[src/rtl/mult_16x16_seq_pkg.sv]
// Shared ALU package: multiplier FSM encoding and iteration count.
package mult_16x16_seq_pkg;

  localparam int MUL_WIDTH = 16;
  localparam int MUL_ITER  = 16;

  typedef enum logic [1:0] {
    MUL_IDLE = 2'b00,
    MUL_RUN  = 2'b01,
    MUL_DONE = 2'b10
  } mul_state_t;

endpackage

[src/rtl/mult_16x16_seq_if.sv]
// Start/busy/done handshake and operand/result bus between ALU control and the multiplier.
interface mult_16x16_seq_if;
  import mult_16x16_seq_pkg::*;

  logic                   start;
  logic [MUL_WIDTH-1:0]   mcand;
  logic [MUL_WIDTH-1:0]   mplier;
  logic                   busy;
  logic                   done;
  logic [2*MUL_WIDTH-1:0] product;

  // ALU control side
  modport master (
    output start, mcand, mplier,
    input  busy, done, product
  );

  // Multiplier side
  modport slave (
    input  start, mcand, mplier,
    output busy, done, product
  );

endinterface

[src/rtl/full_adder_16bit.sv]
// 16-bit ripple-carry adder used as the multiplier's iteration adder.
module full_adder_16bit (
  input  logic [15:0] A,
  input  logic [15:0] B,
  input  logic        Cin,
  output logic [15:0] Sum,
  output logic        Cout
);

  logic [16:0] carry;

  assign carry[0] = Cin;

  // One full-adder cell per bit, chained through carry
  generate
    for (genvar gi = 0; gi < 16; gi++) begin : g_bit
      assign Sum[gi]     = A[gi] ^ B[gi] ^ carry[gi];
      assign carry[gi+1] = (A[gi] & B[gi]) | (carry[gi] & (A[gi] ^ B[gi]));
    end
  endgenerate

  assign Cout = carry[16];

endmodule

[src/rtl/mult_16x16_seq.sv]
// Unsigned 16x16 -> 32 shift-and-add multiplier, one partial product per clock.
module mult_16x16_seq
  import mult_16x16_seq_pkg::*;
#(
  parameter int WIDTH = 16,
  parameter int CNT_W = 5
) (
  input  logic              clk,
  input  logic              rst,
  mult_16x16_seq_if.slave   bus
);

  mul_state_t             state_reg;
  mul_state_t             state_next;
  logic [WIDTH-1:0]       a_reg;
  // Low half starts as the multiplier and is shifted out as partial products
  // retire; the high half accumulates. The carry slot of the 33-bit working
  // value is always zero after the shift, so only 32 bits are stored.
  logic [2*WIDTH-1:0]     p_reg;
  logic [CNT_W-1:0]       cnt_reg;
  logic [2*WIDTH-1:0]     product_reg;

  logic                   load;
  logic                   iterate;
  logic                   last_iter;
  logic [WIDTH-1:0]       addend;
  logic [WIDTH-1:0]       sum;
  logic                   cout;
  logic [2*WIDTH-1:0]     p_shift;

  assign last_iter = (cnt_reg == CNT_W'(MUL_ITER - 1));
  assign addend    = p_reg[0] ? a_reg : '0;
  // Adder carry-out becomes the new MSB so no overflow is dropped
  assign p_shift   = {cout, sum, p_reg[WIDTH-1:1]};

  full_adder_16bit u_adder (
    .A    (p_reg[2*WIDTH-1:WIDTH]),
    .B    (addend),
    .Cin  (1'b0),
    .Sum  (sum),
    .Cout (cout)
  );

  // State register
  always_ff @(posedge clk) begin
    if (rst) begin
      state_reg <= MUL_IDLE;
    end else begin
      state_reg <= state_next;
    end
  end

  // Next-state and datapath control; start is only honoured in IDLE or DONE
  always_comb begin
    state_next = state_reg;
    load       = 1'b0;
    iterate    = 1'b0;
    case (state_reg)
      MUL_IDLE: begin
        if (bus.start) begin
          load       = 1'b1;
          state_next = MUL_RUN;
        end
      end
      MUL_RUN: begin
        iterate = 1'b1;
        if (last_iter) begin
          state_next = MUL_DONE;
        end
      end
      MUL_DONE: begin
        if (bus.start) begin
          load       = 1'b1;
          state_next = MUL_RUN;
        end else begin
          state_next = MUL_IDLE;
        end
      end
      default: begin
        state_next = MUL_IDLE;
      end
    endcase
  end

  // Operand capture, shift/accumulate, iteration count and result latch
  always_ff @(posedge clk) begin
    if (rst) begin
      a_reg       <= '0;
      p_reg       <= '0;
      cnt_reg     <= '0;
      product_reg <= '0;
    end else if (load) begin
      a_reg   <= bus.mcand;
      p_reg   <= {{WIDTH{1'b0}}, bus.mplier};
      cnt_reg <= '0;
    end else if (iterate) begin
      p_reg   <= p_shift;
      cnt_reg <= cnt_reg + CNT_W'(1);
      if (last_iter) begin
        product_reg <= p_shift;
      end
    end
  end

  assign bus.busy    = (state_reg == MUL_RUN);
  assign bus.done    = (state_reg == MUL_DONE);
  assign bus.product = product_reg;

endmodule
[src/flat_wrapper.sv]
// flat-port wrapper written by rule: the top's interface ports become plain ports
module mult_16x16_seq_flat import mult_16x16_seq_pkg::*;
#(
  parameter int WIDTH = 16,
  parameter int CNT_W = 5
)
  (clk, rst, bus_start, bus_mcand, bus_mplier, bus_busy, bus_done, bus_product);
  mult_16x16_seq_if bus_i ();
  input  logic clk;
  input  logic rst;
  input wire logic [$bits(bus_i.start)-1:0] bus_start;
  input wire logic [$bits(bus_i.mcand)-1:0] bus_mcand;
  input wire logic [$bits(bus_i.mplier)-1:0] bus_mplier;
  output wire logic [$bits(bus_i.busy)-1:0] bus_busy;
  output wire logic [$bits(bus_i.done)-1:0] bus_done;
  output wire logic [$bits(bus_i.product)-1:0] bus_product;
  assign bus_i.start = bus_start;
  assign bus_i.mcand = bus_mcand;
  assign bus_i.mplier = bus_mplier;
  assign bus_busy = bus_i.busy;
  assign bus_done = bus_i.done;
  assign bus_product = bus_i.product;
  mult_16x16_seq #(.WIDTH(WIDTH), .CNT_W(CNT_W)) u_core (.clk(clk), .rst(rst), .bus(bus_i));
endmodule
[config.mk]
export PLATFORM = sky130hd
export DESIGN_NAME = mult_16x16_seq_flat
export DESIGN_NICKNAME = d
export VERILOG_FILES = /design/src/rtl/mult_16x16_seq_pkg.sv /design/src/rtl/mult_16x16_seq_if.sv /design/src/rtl/full_adder_16bit.sv /design/src/rtl/mult_16x16_seq.sv /design/src/flat_wrapper.sv
export SDC_FILE = /design/constraint.sdc
export NUM_CORES = 1
export LEC_CHECK = 0
export CORE_UTILIZATION = 58
export CTS_BUF_LIST = sky130_fd_sc_hd__clkbuf_8
export DETAILED_ROUTE_END_ITERATION = 10
export GPL_TIMING_DRIVEN = 0
export PLACE_DENSITY_LB_ADDON = 0.05
export SKIP_LAST_GASP = 1
export SLEW_MARGIN = 15
export SYNTH_ARGS = -nofsm -noshare
export SYNTH_HDL_FRONTEND = slang
export SYNTH_SLANG_ARGS = --single-unit
[constraint.sdc]
create_clock -name clk -period 11.5 [get_ports clk]
set_clock_uncertainty 0.05 [all_clocks]
set_input_delay 2.875 -clock clk [delete_from_list [all_inputs] [get_ports clk]]
set_output_delay 2.875 -clock clk [all_outputs]
set_load 0.01 [all_outputs]
# Word level (Yosys, flattened, before mapping)
# Index checks and enable logic that the tools add are counted.
# classes
n_addsub,1
n_mux,10
n_reduce_logical,6
n_eq_ne,5
n_bitwise,78
# ops
op,count
two-way mux 16 bit,3
bitwise AND 1 bit,31
bitwise XOR 1 bit,31
bitwise OR 1 bit,15
one-hot mux 2 bit (3 select lines),1
adder 5 x 1 -> 5 bit (second input constant),1
== test 5 x 4 -> 1 bit (second input constant),1
two-way mux 1 bit,4
two-way mux 2 bit,2
OR reduction 2 bit,2
AND reduction 3 bit,1
== test 2 x 1 -> 1 bit (second input constant),1
== test 2 bit (second input constant),1
zero test 2 bit,1
!= test 2 x 1 -> 1 bit (second input constant),1
!= test 2 bit (second input constant),1
AND reduction 2 bit,1
nonzero test 2 bit,1
inverter 1 bit,1
# totals
word_cells,106
output_inout_bits,34
register_bits,87

# Longest topological paths before layout
# Gate-level depths: netlist of the first run.
# depth
word_depth,32
ltp_mapped,21

# Modules after synthesis
# Synthesis of the first run repeated with hierarchy kept, for this count alone.
# hier_totals
cells_unflattened,431
area_unflattened_um2,3626.0
# by_module_without_submodules
mod,cells_each,instances,area_per_inst_um2
mult_16x16_seq,405,1,3268.1
full_adder_16bit,26,1,357.8

# Worst setup path before layout of the first run
# Ideal clock, no wire load.
# synth_path
path_type,reg2reg
startpoint,reg u_core.p_reg[0]
endpoint,"reg u_core.product_reg[30], in the netlist u_core.bus.product[30]"
path_stages_with_launch,22
setup_slack_ns,4.410
path_buffers,0
required_ns,11.364
setup_ns,0.086
arrival_ns,6.954
path_cell_list,dfxtp_1 -> and2_1 -> ha_1 -> inv_1 -> fa_1 -> inv_1 -> fa_1 -> fa_1 -> fa_1 -> fa_1 -> fa_1 -> fa_1 -> fa_1 -> fa_1 -> fa_1 -> fa_1 -> fa_1 -> fa_1 -> fa_1 -> inv_1 -> fa_1 -> a211oi_1
# synth_via
elab_chain_len,31
word_cells_on_any_way,60
# synth_rtl
element,line,source
"start, declared",mult_16x16_seq.sv:19,logic [2*WIDTH-1:0] p_reg;
"start signal, assigned",mult_16x16_seq.sv:94,"p_reg <= {{WIDTH{1'b0}}, bus.mplier};"
"start signal, assigned",mult_16x16_seq.sv:97,p_reg <= p_shift;
two-way mux 16 bit *,mult_16x16_seq.sv:32,assign addend = p_reg[0] ? a_reg : '0;
bitwise AND 1 bit / bitwise XOR 1 bit (equally long branches),full_adder_16bit.sv:18,assign carry[gi+1] = (A[gi] & B[gi]) | (carry[gi] & (A[gi] ^ B[gi]));
bitwise AND 1 bit,full_adder_16bit.sv:18,
bitwise OR 1 bit,full_adder_16bit.sv:18,
bitwise AND 1 bit,full_adder_16bit.sv:18,
bitwise OR 1 bit,full_adder_16bit.sv:18,
bitwise AND 1 bit,full_adder_16bit.sv:18,
bitwise OR 1 bit,full_adder_16bit.sv:18,
[15 not listed],--,
bitwise OR 1 bit,full_adder_16bit.sv:18,
bitwise AND 1 bit,full_adder_16bit.sv:18,
bitwise OR 1 bit,full_adder_16bit.sv:18,
bitwise AND 1 bit,full_adder_16bit.sv:18,
bitwise OR 1 bit,full_adder_16bit.sv:18,
bitwise AND 1 bit,full_adder_16bit.sv:18,
bitwise OR 1 bit,full_adder_16bit.sv:18,
bitwise XOR 1 bit *,full_adder_16bit.sv:17,assign Sum[gi] = A[gi] ^ B[gi] ^ carry[gi];
"end signal, assigned",mult_16x16_seq.sv:100,product_reg <= p_shift;
"end, declared",mult_16x16_seq.sv:21,logic [2*WIDTH-1:0] product_reg;
# Mark *: on every way between the ends. The rest lies on a longest branch, timed or not.
# A chain may end at the register's enable or synchronous reset.

# Worst setup path after layout of the first run
# layout_path
startpoint,reg u_core.p_reg[0]
endpoint,reg u_core.p_reg[30]
# layout_via
elab_chain_len,31
word_cells_on_any_way,60
# layout_rtl
element,line
two-way mux 16 bit *,mult_16x16_seq.sv:32
bitwise AND 1 bit / bitwise XOR 1 bit (equally long branches),full_adder_16bit.sv:18
bitwise AND 1 bit,full_adder_16bit.sv:18
bitwise OR 1 bit,full_adder_16bit.sv:18
bitwise AND 1 bit,full_adder_16bit.sv:18
bitwise OR 1 bit,full_adder_16bit.sv:18
bitwise AND 1 bit,full_adder_16bit.sv:18
bitwise OR 1 bit,full_adder_16bit.sv:18
[15 not listed],--
bitwise OR 1 bit,full_adder_16bit.sv:18
bitwise AND 1 bit,full_adder_16bit.sv:18
bitwise OR 1 bit,full_adder_16bit.sv:18
bitwise AND 1 bit,full_adder_16bit.sv:18
bitwise OR 1 bit,full_adder_16bit.sv:18
bitwise AND 1 bit,full_adder_16bit.sv:18
bitwise OR 1 bit,full_adder_16bit.sv:18
bitwise XOR 1 bit *,full_adder_16bit.sv:17
# Marks and branches as above.

==> qor.yml, run 1 <==
grt_setup_unrepaired: "no"
htree_levels: 3
layout-drive-gt1-share_pct: 7.74
ios: 69
cts_setup_buffers: 0
grt_pass1_wl_um: 13300
ys_seq_area_share_pct: 48.3
power_density_mw_per_mm2: 132
register_area_mm2: 0.00174
cp-start-kind: "register"
dieArea_mm2: 0.00653
hold_viol_final: 0
clock.fmax_mhz: 133
diodes: 0
ant_nets: 0
ys_ff_latch: 87
vias: 3112
cts-root-buf: "clkbuf_8"
die_h_um: 80.8
cp_max_fo: 8
synth.avg_cell_area_um2: 8.58
die_w_um: 80.8
core_mm2: 0.00596
max_slew_margin_pct: 66.2
hpwlAfterDp_um: 5920
post_drt_wl_per_cell_um: 14.1
fill_cells: 463
cts_hold_buf: 0
clock_latency_ns: 0.35
via_per_inst: 5.37
grt_start_max_net_pins: 15
hold_ws_ns: 0.406
status: "finished, final reports clean"
cts_sinks: 87
num_rows: 28
clk_pin_slew_worst_paths_ns: 0.09
firstDrtPassIters: 4
setup_tns_ns: 0
post-place-cells: 563
tightest_slew_ns: 0.506
nNetsFinal: 552
start_util_pct: 60.5
finalCritPeriodShare_pct: 65.2
power_leakage_nw: 1.69
drv_slew: 0
crit_arrival_ns: 7.72
synth_area_mm2: 0.00360
cts_tree: "yes"
fin_cells: 579
multi_input_area_mm2: 0.00164
overflow: 0
max_cap_violations: 0
ys_warn_count: 0
gp_congestion: 0.812
drtIter0Drc: 117
area_delta_synth_final_pct: 27.3
setup_viol: 0
cp.required_ns: 11.72
hp-class: "register to register"
critPathCaptureType: "register"
cts_buffer_depth: 2
grt_pass1_vias: 2868
syn_nets: 473
min_period_ns: 7.50
worstSetupPathType: "register to register"
synth_cells: 420
cts_made_buffers: 9
antenna_found_initial: 0
peakVddDrop_v: 0.0000964
grt_usage_pct: 27.0
io_buffers: 68
post_cts_resized: 0
routed_wl_um: 8190
synth_cell_types: 30
drc: 0
-- per-layer routing --
layer  wire length [um]  up-vias  GRT usage [%]
met5                  0        -              0
met4                179        0           13.4
met3                390       15           4.38
met2               3820       84           42.6
met1               3800     1462           35.9
li1                   -     1551              -
-- cell families after synthesis --
family / synth area share [%]
simple gates: 22.8
flops: 48.3
compound gates: 12.9
buf+inv: 6.11
fa+ha+maj: 9.38
xor+xnor: 0.486
-- final timing paths --
path | start | end | slack, ns | cells after the start
setup reg to reg | u_core.p_reg[0] | u_core.p_reg[30] | 4.00 | 21
setup / recovery | u_core.p_reg[0] | u_core.p_reg[30] | 4.00 | 21
hold reg to reg | u_core.a_reg[3] | u_core.a_reg[3] | 0.41 | 2
hold / removal | u_core.a_reg[3] | u_core.a_reg[3] | 0.41 | 2
-- area by class of cell --
cell class	count	share of cell area, %
buffer	33	4.23
clock buffer	11	3.30
clock inverter	5	1.25
inverter	7	0.573
multi-input combinational	293	35.8
sequential	87	38.0
tap	75	2.05
timing repair buffer	68	14.8
-- cells in the mapped netlist, drive strengths merged --
master | n | area share, %
o22ai | 16 | 2.8
a211oi | 7 | 1.5
a21oi | 60 | 8.3
o21ai | 1 | 0.14
and3 | 1 | 0.17
xor2 | 1 | 0.24
nor3 | 32 | 4.4
nand3b | 2 | 0.42
and2 | 14 | 2.4
nand2b | 3 | 0.73
buf | 23 | 4.3
nand2 | 120 | 12
clkbuf | 10 | 1.0
inv | 7 | 0.73
nor2b | 1 | 0.17
nand3 | 1 | 0.14
and2b | 1 | 0.21
or3 | 1 | 0.17
and3b | 1 | 0.24
xnor2 | 1 | 0.24
ha | 3 | 1.0
o21a | 1 | 0.21
dfxtp | 87 | 48
fa | 15 | 8.3
nor2 | 11 | 1.1
-- stage by stage --
stage	cell area (um^2)	util, %	setup slack [ns]	total power, mW
finish	4590	77.0	4.00	0.605
global route	4590	77.0	3.66	0.627
CTS	4590	77.0	3.95	0.606
detailed placement	4380	73.5	4.00	0.390
global placement	4380	73.5	4.08	0.389
floorplan	3600	-	4.41	0.364
-- placed cells by master (no fill, tap or decap), drive strengths merged, types with 2 or more instances in the layout --
| cell type | count |
|---|---|
| clkinvlp | 2 |
| nand2b | 3 |
| ha | 3 |
| nand2 | 120 |
| fa | 15 |
| and2 | 14 |
| nor2 | 11 |
| inv | 8 |
| clkbuf | 21 |
| nor3 | 32 |
| o22ai | 16 |
| buf | 23 |
| clkdlybuf4s50 | 68 |
| a211oi | 7 |
| a21oi | 60 |
| nand3b | 2 |
| dfxtp | 87 |
-- power breakdown --
| part | internal, mW | switching [mW] | total (mW) |
|---|---|---|---|
| clock | 0.112 | 0.109 | 0.221 |
| combinational | 0.0300 | 0.0341 | 0.0641 |
| sequential | 0.312 | 0.00807 | 0.320 |
| total | 0.454 | 0.151 | 0.605 |
-- critical path, cell delays in order, from the launching register on --
cell	delay, ns
dfxtp_1	0.41
and2_1	0.20
ha_1	0.18
inv_1	0.07
fa_1	0.16
inv_1	0.05
fa_1	0.43
fa_1	0.43
fa_1	0.43
fa_1	0.45
fa_1	0.43
fa_1	0.43
fa_1	0.42
fa_1	0.42
fa_1	0.42
fa_1	0.44
fa_1	0.44
fa_1	0.42
fa_1	0.37
inv_1	0.09
fa_1	0.45
a211oi_1	0.22
Power figures use the tool's default switching activity.
==> run 2: changes to the inputs <==
--- a/config.mk
+++ b/config.mk
@@ -5,7 +5,7 @@
 export SDC_FILE = /design/constraint.sdc
 export NUM_CORES = 1
 export LEC_CHECK = 0
-export CORE_UTILIZATION = 58
+export CORE_UTILIZATION = 48
 export CTS_BUF_LIST = sky130_fd_sc_hd__clkbuf_8
 export DETAILED_ROUTE_END_ITERATION = 10
 export GPL_TIMING_DRIVEN = 0
==> constraint.sdc (replaced) <==
create_clock -name clk -period 6.1 [get_ports clk]
set_clock_uncertainty 0.05 [all_clocks]
set_input_delay 1.525 -clock clk [delete_from_list [all_inputs] [get_ports clk]]
set_output_delay 1.525 -clock clk [all_outputs]
set_load 0.01 [all_outputs]
==> run 2 against run 1 <==
Against the previous run:
- design area up 3.0%
- cell count up 4.3%
- utilization down 12 points
- sequential power up 88%
- global-route usage down 2.9 points
- non-clock buffer count up 1
- first-iteration DRC count up 12%
- combinational power up 98%
- sequential share of layout area down 1.0 points
- register-to-register slack worse by 4.2 ns
- the run now ends with negative setup slack left
==> qor.yml, run 2 (synthesis gave the netlist of run 1 again) <==
p_comb_share_pct: 10.6  # about the same
crit_buf_inv: 3  # unchanged
final_util_pct: 65.2  # -12 points
finalCritPeriodShare_pct: 104  # +39 points
io_buffers: 68  # unchanged
cts_made_buffers: 9  # unchanged
power_leakage_nw: 1.69  # -0.19%
nNetsFinal: 553  # +0.18%
diodes: 0  # unchanged
die_w_um: 88.6  # +9.7%
grt_setup_unrepaired: "yes"
cts_sinks: 87  # unchanged
power_frac_seq_pct: 50.7  # -2.2 points
status: "finished with violations"
dpl_cell_area_mm2: 0.00446  # +1.9%
via_per_inst: 5.21  # -3.1%
overflow: 0  # unchanged
hp-class: "register to register"
ant_nets: 0  # unchanged
area_delta_synth_final_pct: 31.1
max_slew_margin_pct: 61.6  # -4.6 points
grt_pass1_vias: 3005  # +4.8%
min_period_ns: 6.33  # -1.17 ns
critPathCaptureType: "register"
worstReg2RegStart: "u_core.p_reg[0]"
cts-root-buf: "clkbuf_8"
hold_path_depth: 2  # unchanged
r2r_end: "u_core.p_reg[30]"
min_from: "u_core.bus.product[20]"
cts_hold_buf: 0  # unchanged
cp-start-kind: "register"
regToRegSetupSlack_ns: -0.23  # -4.23 ns
power_density_mw_per_mm2: 252  # +91%
die_h_um: 88.6  # +9.7%
slowest_stage: "fa_2"
peakVddDrop_v: 0.000131  # +36%
clock_latency_ns: 0.36  # about the same
hold_viol_final: 0  # unchanged
cp_num_cells: 21  # unchanged
drc: 0  # unchanged
worstSetupPathType: "register to register"
cts_buffer_depth: 2  # unchanged
ios: 69  # unchanged
cts_tree: "yes"
dieArea_mm2: 0.00786  # +20%
cp.required_ns: 6.33  # -5.39 ns
post_drt_wl_per_cell_um: 14.5  # +2.2%
drtIter0Drc: 131  # +12%
antenna_found_initial: 0  # unchanged
path_delay_family: "adder cells"
grt_usage_pct: 24.2  # -2.9 points
r2r_cells: 21  # unchanged
htree_levels: 3  # unchanged
crit_path_max_incr_delay_ns: 0.46  # about the same
gp_congestion: 0.779  # -4.0%
p_clk_share_pct: 38.6  # +2.1 points
final_cell_mix: "120 x nand2_1, 86 x dfxtp_1, 68 x clkdlybuf4s50_1, 60 x a21oi_1, 32 x nor3_1"
routed_wl_um: 8740  # +6.6%
fill_cells: 652  # +41%
switching_share_pct: 24.3  # -0.68 points
clock.fmax_mhz: 158  # +18%
hpwlAfterDp_um: 6200  # +4.8%
firstDrtPassIters: 4  # unchanged
start_util_pct: 49.7  # -11 points
max_cap_violations: 0  # unchanged
cp_max_fo: 3  # -5
vias: 3145  # +1.1%
drv_slew: 0  # unchanged
violations: "negative setup slack"
layout-drive-gt1-share_pct: 13.1  # +5.3 points
core_mm2: 0.00725  # +22%
setup_slack_ns: -0.230  # -4.23 ns
p_total_mw: 1.19  # +97%
worstPathCellList: "and2_4 > ha_4 > inv_2 > fa_2 > inv_2 > fa_2 > fa_2 > fa_2 > fa_2 > fa_2 > fa_2 > fa_2 > fa_2 > fa_2 > fa_2 > fa_2 > fa_2 > fa_2 > inv_2 > fa_2 > a211oi_2"
tightest_slew_ns: 0.576  # +0.0691 ns
grt_pass1_wl_um: 14200  # +6.7%
p_int_mw: 0.900  # +98%
netSwitchingPower_mw: 0.289  # +91%
clk_pin_slew_worst_paths_ns: 0.08  # about the same
crit_arrival_ns: 6.56  # -1.16 ns
layout_commonest_cell: "nand2_1"
hold_end: "u_core.bus.product[20]"
final_area_mm2: 0.00473  # +3.0%
crit_top_cell: "fa_2"
setup_viol: 2  # +2
grt_start_max_net_pins: 15  # unchanged
num_rows: 31  # +11%
run 2: cell count changes in the layout (fill, tap and decap cells not counted), moves of 2 or more:
cell | previous run | this run
inv_2 | 1 | 4
a211oi_1 | 7 | 3
a211oi_2 | 0 | 4
fa_1 | 15 | 0
inv_1 | 7 | 4
clkinvlp_4 | 2 | 0
fa_2 | 0 | 15
run 2: area by class of cell:
class                           instances  area (um^2)  share of cell area (%)
Multi-Input combinational cell        293         1710                    36.3
Clock buffer                           11          151                    3.20
Timing Repair Buffer                   69          688                    14.6
Buffer                                 33          195                    4.13
Inverter                                7         26.3                   0.556
Clock inverter                          5         81.3                    1.72
Tap cell                               99          124                    2.62
Sequential cell                        87         1750                    36.9
run 2: layer usage:
metal	up-vias	track usage (%)	share of wire, %
li1	1546	-	-
met3	8	4.66	3.4
met1	1522	32.8	46
met4	0	8.21	1.4
met5	-	0	0
met2	69	38.7	49
run 2: power by group through the flow:
stage                     Sequential [mW]  Clock [mW]  Combinational [mW]
after floorplan                     0.612           0              0.0759
final                               0.603       0.460               0.127
after global placement              0.616           0               0.119
after CTS                           0.603       0.467               0.126
after detailed placement            0.617           0               0.122
after global routing                0.606       0.495               0.140
run 2: what timing repair did:
action / in CTS / in global routing
setup endpoints to repair: 2 / 5
endpoints found under the hold margin: 0 / 0
pin swaps: 2 / 3
setup buffers: 1 / 0
resized for setup: 5 / 4
run 2: stage by stage:
step | setup TNS (ns) | setup WS, ns | hold slack, ns | std cells
floorplan | 0 | 0.00280 | 0.382 | 420
global placement | -0.516 | -0.266 | 0.391 | 587
detailed placement | -0.548 | -0.297 | 0.395 | 587
CTS | -0.426 | -0.218 | 0.408 | 604
global route | -0.740 | -0.360 | 0.426 | 604
finish | -0.430 | -0.230 | 0.405 | 604
run 2: how the worst max path moves through the flow:
stage                     from  slack [ns]                endpoint
2_1_floorplan  u_core.p_reg[0]       0.003  u_core.bus.product[30]
3_3_place_gp   u_core.p_reg[0]       -0.27  u_core.bus.product[30]
3_5_place_dp   u_core.p_reg[0]       -0.30  u_core.bus.product[30]
4_1_cts        u_core.p_reg[0]       -0.22  u_core.bus.product[30]
5_1_grt        u_core.p_reg[0]       -0.36        u_core.p_reg[30]
6_report       u_core.p_reg[0]       -0.23        u_core.p_reg[30]
run 2: tightest hold or removal path: stages, from the launching register on:
cell and delay [ns]:
dfxtp_1 0.31, nand2_1 0.05, a21oi_1 0.05
==> run 3: changes to the inputs <==
--- a/config.mk
+++ b/config.mk
@@ -15,3 +15,4 @@
 export SYNTH_ARGS = -nofsm -noshare
 export SYNTH_HDL_FRONTEND = slang
 export SYNTH_SLANG_ARGS = --single-unit
+export TNS_END_PERCENT = 20
==> run 3 against run 2 <==
Against the previous run:
- the flow still finishes with violations (negative setup slack)
- via count decreased by 0.89%
- first-iteration DRC count decreased by 8.4%
- highest routed layer unchanged
- sequential share of layout area increased by 0.16 points
- flip-flop and latch count unchanged
- power decreased by 0.26%
==> qor.yml, run 3 (synthesis gave the netlist of run 1 again) <==
status: "finished with violations"
violations: "negative setup slack"
grt_pass1_vias: 3004  # -0.033%
ios: 69  # unchanged
final_cell_mix: "120 x nand2_1, 86 x dfxtp_1, 68 x clkdlybuf4s50_1, 60 x a21oi_1, 32 x nor3_1"
grt_start_max_net_pins: 15  # unchanged
setup_slack_ns: -0.243  # -0.0138 ns
dp_slack_ns: -0.297  # unchanged
via_per_inst: 5.17  # -0.73%
clock_latency_ns: 0.36  # about the same
cts_tree: "yes"
diodes: 0  # unchanged
power_leakage_nw: 1.68  # -0.32%
cp.required_ns: 6.32  # about the same
setup_tns_ns: -0.477  # -0.0474 ns
vias: 3117  # -0.89%
cts_buffer_depth: 2  # unchanged
worstSetupPathType: "register to register"
cts-root-buf: "clkbuf_8"
grt_pass1_wl_um: 14200  # +0.15%
finalCritPeriodShare_pct: 104  # +0.23 points
setup_viol: 2  # unchanged
tightest_slew_ns: 0.559  # -0.0170 ns
clock.fmax_mhz: 158  # -0.22%
min_period_ns: 6.34  # +0.0138 ns
clk_pin_slew_worst_paths_ns: 0.08  # about the same
ant_nets: 0  # unchanged
slowest_stage: "fa_1"
p_total_mw: 1.19  # -0.26%
antenna_found_initial: 0  # unchanged
cp_max_fo: 8  # +5
num_rows: 31  # unchanged
cts_sinks: 87  # unchanged
cp-start-kind: "register"
max_slew_margin_pct: 62.8  # +1.1 points
routed_wl_um: 8680  # -0.62%
layout-drive-gt1-share_pct: 12.1  # -0.97 points
dieArea_mm2: 0.00786  # unchanged
grt_usage_pct: 24.2  # +0.060 points
io_buffers: 68  # unchanged
cts_hold_buf: 0  # unchanged
peakVddDrop_v: 0.000131  # -0.16%
cts_made_buffers: 9  # unchanged
layout_commonest_cell: "nand2_1"
overflow: 0  # unchanged
firstDrtPassIters: 4  # unchanged
power_density_mw_per_mm2: 252  # +0.16%
post_drt_wl_per_cell_um: 14.4  # -0.45%
hold_ws_ns: 0.404  # -0.000906 ns
nNetsFinal: 552  # -0.18%
post-place-cells: 587  # unchanged
worstPathCellList: "and2_4 > ha_4 > inv_2 > fa_2 > inv_1 > fa_2 > fa_2 > fa_2 > fa_2 > fa_2 > fa_2 > fa_2 > fa_2 > fa_2 > fa_2 > fa_2 > fa_2 > fa_2 > inv_2 > fa_1 > a211oi_2"
die_w_um: 88.6  # unchanged
hold_viol_final: 0  # unchanged
area_delta_synth_final_pct: 30.6
critPathCaptureType: "register"
grt_setup_unrepaired: "yes"
drc: 0  # unchanged
die_h_um: 88.6  # unchanged
gp_congestion: 0.779  # unchanged
core_mm2: 0.00725  # unchanged
max_cap_violations: 0  # unchanged
cts_setup_buffers: 0  # -1
fin_cells: 603  # -0.17%
crit_top_cell: "fa_2"
start_util_pct: 49.7  # unchanged
hpwlAfterDp_um: 6200  # unchanged
hp-class: "register to register"
crit_arrival_ns: 6.56  # about the same
drv_slew: 0  # unchanged
htree_levels: 3  # unchanged
drtIter0Drc: 120  # -8.4%
crit_path_max_incr_delay_ns: 0.43  # -0.03 ns
==> run 3: final timing paths <==
kind | startpoint | to | slack [ns] | cells past startpoint
worst max-delay path | u_core.p_reg[0] | u_core.p_reg[30] | -0.24 | 21
worst min-delay path | u_core.bus.product[20] | u_core.bus.product[20] | 0.40 | 2
worst max register to register | u_core.p_reg[0] | u_core.p_reg[30] | -0.24 | 21
worst min register to register | u_core.bus.product[20] | u_core.bus.product[20] | 0.40 | 2
==> run 3: power by group <==
part / internal [mW] / switching, mW / leakage, nW / total [mW]
clock: 0.253 / 0.205 / 0.121 / 0.459
combinational: 0.0578 / 0.0657 / 0.851 / 0.124
sequential: 0.588 / 0.0158 / 0.708 / 0.604
==> run 3: worst max-delay path: cells and delay by family, from the launching register on <==
family | cells | cell delay (ns)
AO/OA/AOI/OAI | 1 | 0.21
adder cells (fa/ha/maj) | 16 | 5.29
buffers and inverters | 3 | 0.17
flip-flops | 1 | 0.38
AND/OR/NAND/NOR | 1 | 0.15
==> run 3: through the flow <==
| stage | utilization [%] | area (um^2) |
|---|---|---|
| after floorplan | - | 3650 |
| final | 64.9 | 4710 |
| after detailed placement | 61.5 | 4460 |
| after global placement | 61.5 | 4460 |
| after global routing | 64.9 | 4710 |
| after CTS | 64.8 | 4700 |
==> run 3: routing by layer <==
metal / vias to the layer above / GRT usage (%) / part of all wire [%]
li1: 1543 / - / -
met1: 1488 / 32.8 / 46
met2: 77 / 38.5 / 48
met3: 9 / 4.94 / 4.6
met4: 0 / 8.65 / 1.3
met5: - / 0 / 0
==> run 3: cell type report <==
| class | instances | area [um^2] |
|---|---|---|
| inverter | 7 | 26.3 |
| timing repair buffer | 68 | 681 |
| fill | 654 | 2550 |
| tap | 99 | 124 |
| clock buffer | 11 | 151 |
| multi-input combinational | 293 | 1700 |
| sequential | 87 | 1750 |
| clock inverter | 5 | 81.3 |
| buffer | 33 | 195 |
==> run 3: repair_timing <==
action                                 in CTS  in global routing
endpoints found under the hold margin       0                  0
setup endpoints to repair                   2                  6
pin swaps                                   1                  1
resized for setup                           3                  2
